## config.mk

```make
export PLATFORM = sky130hd
export DESIGN_NAME = div_seq
export DESIGN_NICKNAME = d
export VERILOG_FILES = /design/src/rtl/div_pkg.sv /design/src/rtl/div_step.sv /design/src/rtl/div_seq.sv
export SDC_FILE = /design/constraint.sdc
export NUM_CORES = 1
export LEC_CHECK = 0
export BUFFER_PORTS_ARGS = -buffer_cell sky130_fd_sc_hd__buf_2
export CAP_MARGIN = 0
export CORE_UTILIZATION = 40
export DETAILED_ROUTE_END_ITERATION = 8
export PLACE_DENSITY = 0.58
export REMOVE_ABC_BUFFERS = 1
export SYNTH_ARGS = -nofsm -noshare
export SYNTH_HDL_FRONTEND = slang
export SYNTH_HIERARCHICAL = 1
export SYNTH_SLANG_ARGS = --single-unit
```

## constraint.sdc

```tcl
create_clock -name clk -period 5.7 [get_ports clk]
set_input_delay 0.57 -clock clk [delete_from_list [all_inputs] [get_ports clk]]
set_output_delay 0.57 -clock clk [all_outputs]
set_load 0.005 [all_outputs]
```

## src/rtl/div_pkg.sv

```systemverilog
// Shared types and constants for the iterative divide sequencer.
package div_pkg;

  localparam int DIV_ITER  = 32;
  localparam int DIV_CNT_W = 6;
  localparam int DIV_RES_W = 64;

  typedef enum logic [1:0] {
    IDLE    = 2'b00,
    BY_ZERO = 2'b01,
    ON      = 2'b10,
    END     = 2'b11
  } div_state_e;

  // Two's-complement magnitude; only signed operands with bit 31 set are negated.
  function automatic logic [31:0] magnitude(input logic [31:0] v, input logic is_signed);
    return (is_signed && v[31]) ? (~v + 32'd1) : v;
  endfunction

endpackage

```

## src/rtl/div_step.sv

```systemverilog
// One restoring-division iteration on the {rem, quo} working register.
module div_step
  import div_pkg::*;
(
  input  logic [DIV_RES_W-1:0] work,
  input  logic [31:0]          divisor,
  output logic [DIV_RES_W-1:0] next
);

  logic [DIV_RES_W-1:0] shifted;
  logic [33:0]          trial;

  always_comb begin
    // NOTE: every output gets a default before the conditional update, so no latch is inferred.
    shifted = {work[DIV_RES_W-2:0], 1'b0};
    // The bit shifted out of rem is kept so unsigned divisors above 2^31 still divide correctly.
    trial   = {1'b0, work[DIV_RES_W-1:31]} - {2'b00, divisor};
    next    = shifted;
    if (!trial[33]) begin
      next = {trial[31:0], shifted[31:1], 1'b1};
    end
  end

endmodule

```

## src/rtl/div_seq.sv

```systemverilog
// 32-iteration restoring DIV/DIVU sequencer with pipeline stall and annul.
// Optional DIV_EARLY_OUT_EN: finish in one cycle when |dividend| < |divisor|.
module div_seq
  import div_pkg::*;
(
  input  logic                 clk,
  input  logic                 rst,
  input  logic                 start,
  input  logic                 signed_div,
  input  logic                 annul,
  input  logic [31:0]          opdata1,
  input  logic [31:0]          opdata2,
  output logic [DIV_RES_W-1:0] result,
  output logic                 ready,
  output logic                 stall_div
);

  localparam logic [DIV_CNT_W-1:0] LAST_CNT = DIV_CNT_W'(DIV_ITER - 1);

  div_state_e           state;
  logic [DIV_CNT_W-1:0] cnt;
  logic [DIV_RES_W-1:0] work;
  logic [DIV_RES_W-1:0] step_next;
  logic [31:0]          divisor;
  logic                 signed_r;
  logic                 a_neg;
  logic                 b_neg;

  logic [31:0] abs_a;
  logic [31:0] abs_b;
  logic [31:0] quo_fix;
  logic [31:0] rem_fix;
  logic        q_neg;
  logic        r_neg;

  assign abs_a = magnitude(opdata1, signed_div);
  assign abs_b = magnitude(opdata2, signed_div);

  assign q_neg   = signed_r & (a_neg ^ b_neg);
  assign r_neg   = signed_r & a_neg;
  assign quo_fix = q_neg ? (~step_next[31:0] + 32'd1) : step_next[31:0];
  assign rem_fix = r_neg ? (~step_next[63:32] + 32'd1) : step_next[63:32];

  assign stall_div = start & ~ready & ~annul;

  div_step u_step (
    .work    (work),
    .divisor (divisor),
    .next    (step_next)
  );

  // NOTE: sequential state uses non-blocking assignments only, so every register samples pre-edge values.
  always_ff @(posedge clk or posedge rst) begin
    if (rst) begin
      state    <= IDLE;
      cnt      <= '0;
      work     <= '0;
      divisor  <= '0;
      signed_r <= 1'b0;
      a_neg    <= 1'b0;
      b_neg    <= 1'b0;
      result   <= '0;
      ready    <= 1'b0;
    end else begin
      ready <= 1'b0;
      case (state)
        IDLE: begin
          if (start && !annul) begin
            signed_r <= signed_div;
            a_neg    <= opdata1[31];
            b_neg    <= opdata2[31];
            divisor  <= abs_b;
            work     <= {32'h0, abs_a};
            cnt      <= '0;
            if (opdata2 == 32'h0) begin
              state <= BY_ZERO;
`ifdef DIV_EARLY_OUT_EN
            end else if (abs_a < abs_b) begin
              state  <= END;
              result <= {opdata1, 32'h0};
              ready  <= 1'b1;
`endif
            end else begin
              state <= ON;
            end
          end
        end
        BY_ZERO: begin
          if (annul) begin
            state <= IDLE;
          end else begin
            state  <= END;
            result <= '0;
            ready  <= 1'b1;
          end
        end
        ON: begin
          if (annul) begin
            state <= IDLE;
          end else begin
            work <= step_next;
            cnt  <= cnt + DIV_CNT_W'(1);
            if (cnt == LAST_CNT) begin
              state  <= END;
              result <= {rem_fix, quo_fix};
              ready  <= 1'b1;
            end
          end
        end
        // A start still held here is deliberately ignored; the E stage advances this cycle.
        END:     state <= IDLE;
        default: state <= IDLE;
      endcase
    end
  end

endmodule
```

### Word level (Yosys, flattened, before mapping)

Index checks and enable logic that the tools add are counted.

| operators by class | value |
|---|---|
| add/subtract/negate cells | 6 |
| equal/unequal tests | 9 |
| muxes and demuxes | 25 |
| bitwise gates (word level) | 11 |
| reduce and logical (&&, ||, !) cells | 12 |

Operator list:

| cell | count |
|---|---|
| $mux W64 | 6 |
| $pmux W64 S2 | 2 |
| $add A32 B1 Y32 const B | 4 |
| $mux W32 | 4 |
| $not A32 Y32 | 4 |
| $sub A33 B32 Y34 | 1 |
| $logic_not A32 Y1 | 1 |
| $mux W6 | 2 |
| $pmux W6 S2 | 1 |
| $mux W2 | 5 |
| $ne A2 B2 Y1 const B | 4 |
| $pmux W2 S4 | 1 |
| $add A6 B1 Y6 const B | 1 |
| $eq A6 B5 Y1 const B | 1 |
| $and A1 B1 Y1 | 4 |
| $eq A2 B2 Y1 const B | 2 |
| $reduce_and A2 Y1 | 2 |
| $reduce_and A4 Y1 | 1 |
| $reduce_bool A2 Y1 | 2 |
| $logic_and A1 B1 Y1 | 3 |
| $mux W1 | 3 |
| $ne A3 B3 Y1 const B | 1 |
| $reduce_and A3 Y1 | 1 |
| $eq A2 B1 Y1 const B | 1 |
| 5 further kinds | 6 |

| word-level totals | value |
|---|---|
| flip-flop bits (word level) | 172 |
| bits of input ports | 69 |
| output and inout bits | 66 |
| word-level logic and storage cells | 72 |

### Depth between registers and ports, before layout

| depth | value |
|---|---|
| word-level depth | 8 |
| mapped depth | 19 |
| gate-level depth less buffers | 17 |

### Modules after synthesis

Netlist, hierarchy kept.

By module, submodules not included:

| module | instances | cells an instance | area each (um^2) | sequential area each (um^2) |
|---|---|---|---|---|
| div_seq | 1 | 1027 | 9374.0 | 4304.1 |
| div_step | 1 | 404 | 2662.6 | 0.0 |

### Worst setup path after synthesis

Ideal clock, no wire load.

| timing | value |
|---|---|
| path type | register -> register |
| start | register work[31] |
| end | register result[59] |
| library setup time | 0.122 ns |
| data arrival time | 3.978 ns |
| slack | 1.600 ns |
| cell stages (with the launch flop) | 17 |
| clock period less this slack | 4.100 ns |
| path through | dfrtp_1 inv_1 ha_1 inv_1 fa_1 a21o_1 a31oi_4 nor3_2 a31oi_2 o21a_2 xnor2_1 mux2_4 or4_1 or3_1 or3_1 a211o_1 a32o_1 |

| between the ends | value |
|---|---|
| cells in the longest elaborated chain, start to end | 8 |

RTL lines:

| item | RTL line | source |
|---|---|---|
| start, declared | div_seq.sv:22 | `logic [DIV_RES_W-1:0] work;` |
| start signal, assigned | div_seq.sv:73 | `work <= {32'h0, abs_a};` |
| start signal, assigned | div_seq.sv:101 | `work <= step_next;` |
| $sub A33 B32 Y34 | div_step.sv:17 | `trial = {1'b0, work[DIV_RES_W-1:31]} - {2'b00, divisor};` |
| $mux W64 | div_step.sv:19 | `if (!trial[33]) begin` |
| via step_next[54] | div_seq.sv:23 | `logic [DIV_RES_W-1:0] step_next;` |
| $not A32 Y32 | div_seq.sv:42 | `assign rem_fix = r_neg ? (~step_next[63:32] + 32'd1) : step_next[63:32];` |
| $add A32 B1 Y32 | div_seq.sv:42 |  |
| $mux W32 | div_seq.sv:42 |  |
| $mux W64 | div_seq.sv:103 | `if (cnt == LAST_CNT) begin` |
| $mux W64 | div_seq.sv:98 | `if (annul) begin` |
| $pmux W64 S2 | div_seq.sv:66 | `case (state)` |
| end signal, assigned | div_seq.sv:105 | `result <= {rem_fix, quo_fix};` |
| end, declared | div_seq.sv:13 | `output logic [DIV_RES_W-1:0] result,` |

The timed path passes the listed nets, and every way through them passes these cells. The select of a mux whose other input is x is not followed.
A chain may end at the register's enable or synchronous reset.

### Final worst setup path

| timing | value |
|---|---|
| start | register work[35] |
| end | register result[60] |

The elaborated chain is that of the path after synthesis.

==> run_summary.xml <==
<?xml version="1.0" encoding="UTF-8"?>
<metrics>
  <group name="setup_path">
    <metric name="crit_path_arrival_time" unit="ns">5.27</metric>
    <metric name="path_class" unit="">reg2reg</metric>
    <metric name="worst_ep_required_time" unit="ns">5.99</metric>
    <metric name="setup.worst_path.end_class" unit="">flop</metric>
    <metric name="timing.critical_path.from_type" unit="">flop</metric>
    <metric name="critical_path_maximum_fanout" unit="">28</metric>
  </group>
  <group name="global_routing">
    <metric name="globalRouteOverflowTotal" unit="">0</metric>
    <metric name="number_of_antenna_violations_at_the_first_check_in_global_routing" unit="">1</metric>
    <metric name="grt_pass1_wl" unit="microns">56500</metric>
    <metric name="grt_max_degree" unit="">95</metric>
    <metric name="groute.usage.overall" unit="%">23.1</metric>
    <metric name="number_of_global_route_vias_before_repair" unit="">10500</metric>
  </group>
  <group name="clocking">
    <metric name="cts_num_sinks" unit="">172</metric>
    <metric name="cts-resized-gates" unit="">0</metric>
    <metric name="clock_pin_slew_on_the_worst_setup_and_hold_paths" unit="ns">0.07</metric>
    <metric name="clock_latency" unit="ns">0.43</metric>
    <metric name="cts.path.max_buffers" unit="">2</metric>
    <metric name="postCtsHoldBufs" unit="">0</metric>
    <metric name="clock-root-buffer" unit="">clkbuf_16</metric>
    <metric name="cts-htree-levels" unit="">4</metric>
    <metric name="numCtsBuffers" unit="">17</metric>
    <metric name="cts_tree" unit="">built</metric>
    <metric name="postCtsSetupBuffers" unit="">0</metric>
  </group>
  <group name="pwr">
    <metric name="power_density" unit="nW/um^2">621</metric>
    <metric name="finalPower" unit="W">0.00837</metric>
    <metric name="vdd.ir_drop.worst" unit="uV">271</metric>
    <metric name="leakagePower" unit="nW">6.04</metric>
  </group>
  <group name="synthesis">
    <metric name="multiplexer_share_of_the_synthesized_area" unit="%">1.46</metric>
    <metric name="synth_enable_flop_cells" unit="">0</metric>
    <metric name="synth_compound_area_share" unit="%">24.0</metric>
    <metric name="synthesis.area_per_instance" unit="sq um">8.41</metric>
    <metric name="synth-main-ff-cell" unit="">dfrtp_1</metric>
    <metric name="post_synth_xor_area_fraction" unit="%">9.90</metric>
    <metric name="synth_simple_gate_area_share" unit="%">18.0</metric>
    <metric name="synth_seq_area_share" unit="%">35.8</metric>
    <metric name="synth_area" unit="sq um">12000</metric>
    <metric name="synth_top_family_by_area" unit="">compound AO/OA/AOI/OAI gates</metric>
    <metric name="postSynthRegisterBits" unit="">172</metric>
    <metric name="async_s_r_ff_share_synth" unit="%">100</metric>
    <metric name="synth_cell_type_count" unit="">87</metric>
    <metric name="netlist_instances" unit="">1431</metric>
    <metric name="adder_and_majority_cell_fraction_of_the_synthesized_area" unit="%">4.43</metric>
    <metric name="yosysWarnings" unit="">6</metric>
  </group>
  <group name="timing">
    <metric name="relSlewSlack" unit="%">19.2</metric>
    <metric name="timing.clock.skew" unit="ns">0.0123</metric>
    <metric name="setup_total_negative_slack" unit="ns">0</metric>
    <metric name="final-max-slew-violation-count" unit="">0</metric>
    <metric name="rsz0062_at_grt" unit="">no</metric>
    <metric name="post-route-period-util" unit="%">87.4</metric>
    <metric name="period_minus_slack" unit="ns">4.98</metric>
    <metric name="maxClockFrequency" unit="GHz">0.201</metric>
    <metric name="setup_viol_count_final" unit="">0</metric>
    <metric name="report.final.hold_viol_count" unit="">0</metric>
    <metric name="worst_slew_pin_slew" unit="ns">1.20</metric>
  </group>
  <group name="drt">
    <metric name="finalWirelength" unit="microns">34900</metric>
    <metric name="vias" unit="">10700</metric>
    <metric name="postRouteAntennaNets" unit="">0</metric>
    <metric name="dr.first_iter.drc_count" unit="">625</metric>
    <metric name="drc_errors" unit="">0</metric>
    <metric name="drt-pass1-iter-count" unit="">5</metric>
    <metric name="wire_per_inst" unit="microns">18.2</metric>
    <metric name="drt-vias-per-instance" unit="">5.61</metric>
  </group>
  <group name="layout">
    <metric name="antennaDiodeCount" unit="">0</metric>
    <metric name="layout.nets" unit="">1624</metric>
    <metric name="stdcell_area" unit="sq um">13500</metric>
    <metric name="flow.area_growth_from_synthesis" unit="%">12.0</metric>
    <metric name="layout.core_utilization" unit="%">45.5</metric>
    <metric name="ratio_of_cells_with_drive_above_1_in_the_final_layout" unit="%">15.7</metric>
  </group>
  <group name="floorplanning">
    <metric name="effective_utilization_at_floorplan" unit="%">40.6</metric>
    <metric name="placementRows" unit="">63</metric>
    <metric name="core" unit="sq um">29600</metric>
    <metric name="fp.dieArea" unit="sq um">30800</metric>
    <metric name="fp.dieH" unit="microns">175</metric>
    <metric name="die_w" unit="microns">175</metric>
    <metric name="pin_count" unit="">135</metric>
  </group>
  <group name="status">
    <metric name="outcome" unit="">finished, final reports clean</metric>
  </group>
  <group name="run">
    <metric name="maxCapViolCount" unit="">0</metric>
  </group>
  <group name="worst_hold_path">
    <metric name="holdCritPathClass" unit="">in2async</metric>
  </group>
  <group name="place">
    <metric name="postPlaceCellArea" unit="sq um">12900</metric>
    <metric name="finalWeightedCongestion" unit="">0.939</metric>
    <metric name="hpwlAfterDp" unit="microns">25700</metric>
    <metric name="io_buffers" unit="">134</metric>
  </group>
</metrics>
path summary, 6_finish.rpt:
| path | startpoint | endpoint | slack [ns] | depth (start not counted) |
|---|---|---|---|---|
| setup / recovery | work[35]$_DFFE_PP0P_ | result[60]$_DFFE_PP0P_ | 0.72 | 14 |
| hold / removal | rst | result[51]$_DFFE_PP0P_ | 0.31 | 2 |
| setup reg to reg | work[35]$_DFFE_PP0P_ | result[60]$_DFFE_PP0P_ | 0.72 | 14 |
| hold reg to reg | result[49]$_DFFE_PP0P_ | result[49]$_DFFE_PP0P_ | 0.48 | 2 |
| max in group asynchronous | rst | result[43]$_DFFE_PP0P_ | 4.26 | 3 |
| min in group clk | opdata1[31] | a_neg$_DFFE_PP0P_ | 0.43 | 3 |
flip-flops by register name (all words and copies together), names as in the netlist:
signal / count
work: 64
result: 64
divisor: 32
a_neg: 1
b_neg: 1
cnt: 6
ready: 1
signed_r: 1
state: 2
cell families after synthesis:
kind of cell / Yosys count
simple gates: 456
compound gates: 440
flops: 172
buf+inv: 169
xor+xnor: 136
fa+ha+maj: 42
mux: 16
critical path, cell delays in order, from the launching register on:
cell and delay [ns]:
dfrtp_1 0.41, ha_1 0.43, a21oi_1 0.23, nand2_1 0.10
o21ai_1 0.34, a311oi_2 0.18, nor3_4 0.79, inv_2 0.10
buf_4 0.25, mux2_2 0.33, nor3_1 0.50, nand3_1 0.40
o41ai_1 0.51, xor2_1 0.18, o21ai_0 0.08
layer usage:
metal  global-route usage [%]  share of wire (%)  up-vias
met2                     38.5                 48      282
met1                     30.7                 45     5168
li1                         -                  -     5257
met4                     6.70                2.2        2
met3                     3.74                4.6       37
met5                        0              0.029        -
through the flow:
stage / setup slack [ns] / hold WS, ns / std cells
after CTS: 0.821 / 0.362 / 1916
after global routing: 0.235 / 0.396 / 1916
final: 0.719 / 0.312 / 1916
after floorplan: 0.470 / 0.450 / 1329
after detailed placement: 0.853 / 0.466 / 1884
after global placement: 0.868 / 0.457 / 1884
where the power goes:
group | leakage (nW) | internal (W) | switching [W] | total (W)
Combinational | 3.50 | 0.00205 | 0.00333 | 0.00538
Sequential | 2.27 | 0.00153 | 0.000303 | 0.00183
Clock | 0.269 | 0.000611 | 0.000549 | 0.00116
placed cells by master, fill, tap and decap left out, drive strengths merged, types with 5 or more instances in the layout:
cell and count:
a21oi 75, a211o 5, a21o 14, o41ai 20, o21ai 162, or2 7, nand2 201, a211oi 6
nand2b 7, and2 9, and3 8, nor3 32, clkinv 6, o31ai 23, inv 71, a31oi 30
xnor2 70, clkbuf 18, buf 165, ha 41, nor2b 6, a41oi 7, nand4 7, nand3 30
mux2 6, or3 14, dfrtp 172, mux2i 10, o22ai 7, or4 11, a22o 34, o21a 7
nor2 84, nor4 22, o211ai 18, xor2 66
cell type report:
| class | instances | area (sq um) |
|---|---|---|
| fillers | 3050 | 16200 |
| repair buffers | 165 | 903 |
| flip-flops and latches | 172 | 4300 |
| inverters | 67 | 256 |
| clock buffers | 18 | 429 |
| multi-input cells | 1090 | 6960 |
| well taps | 390 | 488 |
| clock inverters | 14 | 135 |
synth_stat cells (4+ instances only):
library cell    n  area share, %
nor2_1         83            2.6
nand4_1         5           0.26
a21o_1         12           0.75
o21a_1          6           0.37
nand2_1       201            6.3
o21bai_1        4           0.25
ha_1           41            4.3
o211ai_1       18            1.1
clkbuf_1       56            1.7
or2_2           6           0.31
xor2_1         66            4.8
nand3b_1        4           0.25
inv_1          65            2.0
a211oi_1        4           0.25
mux2_2          4           0.37
o22ai_1         7           0.36
dfrtp_1       172             36
mux2i_1        10           0.83
nor3_1         30            1.2
or4_1          11           0.69
a22o_1         33            2.4
o31ai_1        22            1.4
and2_1          9           0.47
or3_1          14           0.73
nand2b_1        7           0.36
buf_2          10           0.42
xnor2_1        70            5.1
a41oi_1         7           0.51
a211o_1         5           0.36
nor4_1         20            1.0
nand3_1        30            1.2
a21oi_1        72            3.0
nor2b_1         6           0.31
buf_4          32            2.0
o21ai_0       159            6.6
a31oi_1        28            1.5
and3_1          8           0.42
o41ai_1        18            1.3
Note: power is estimated with default switching activity, not from simulation.
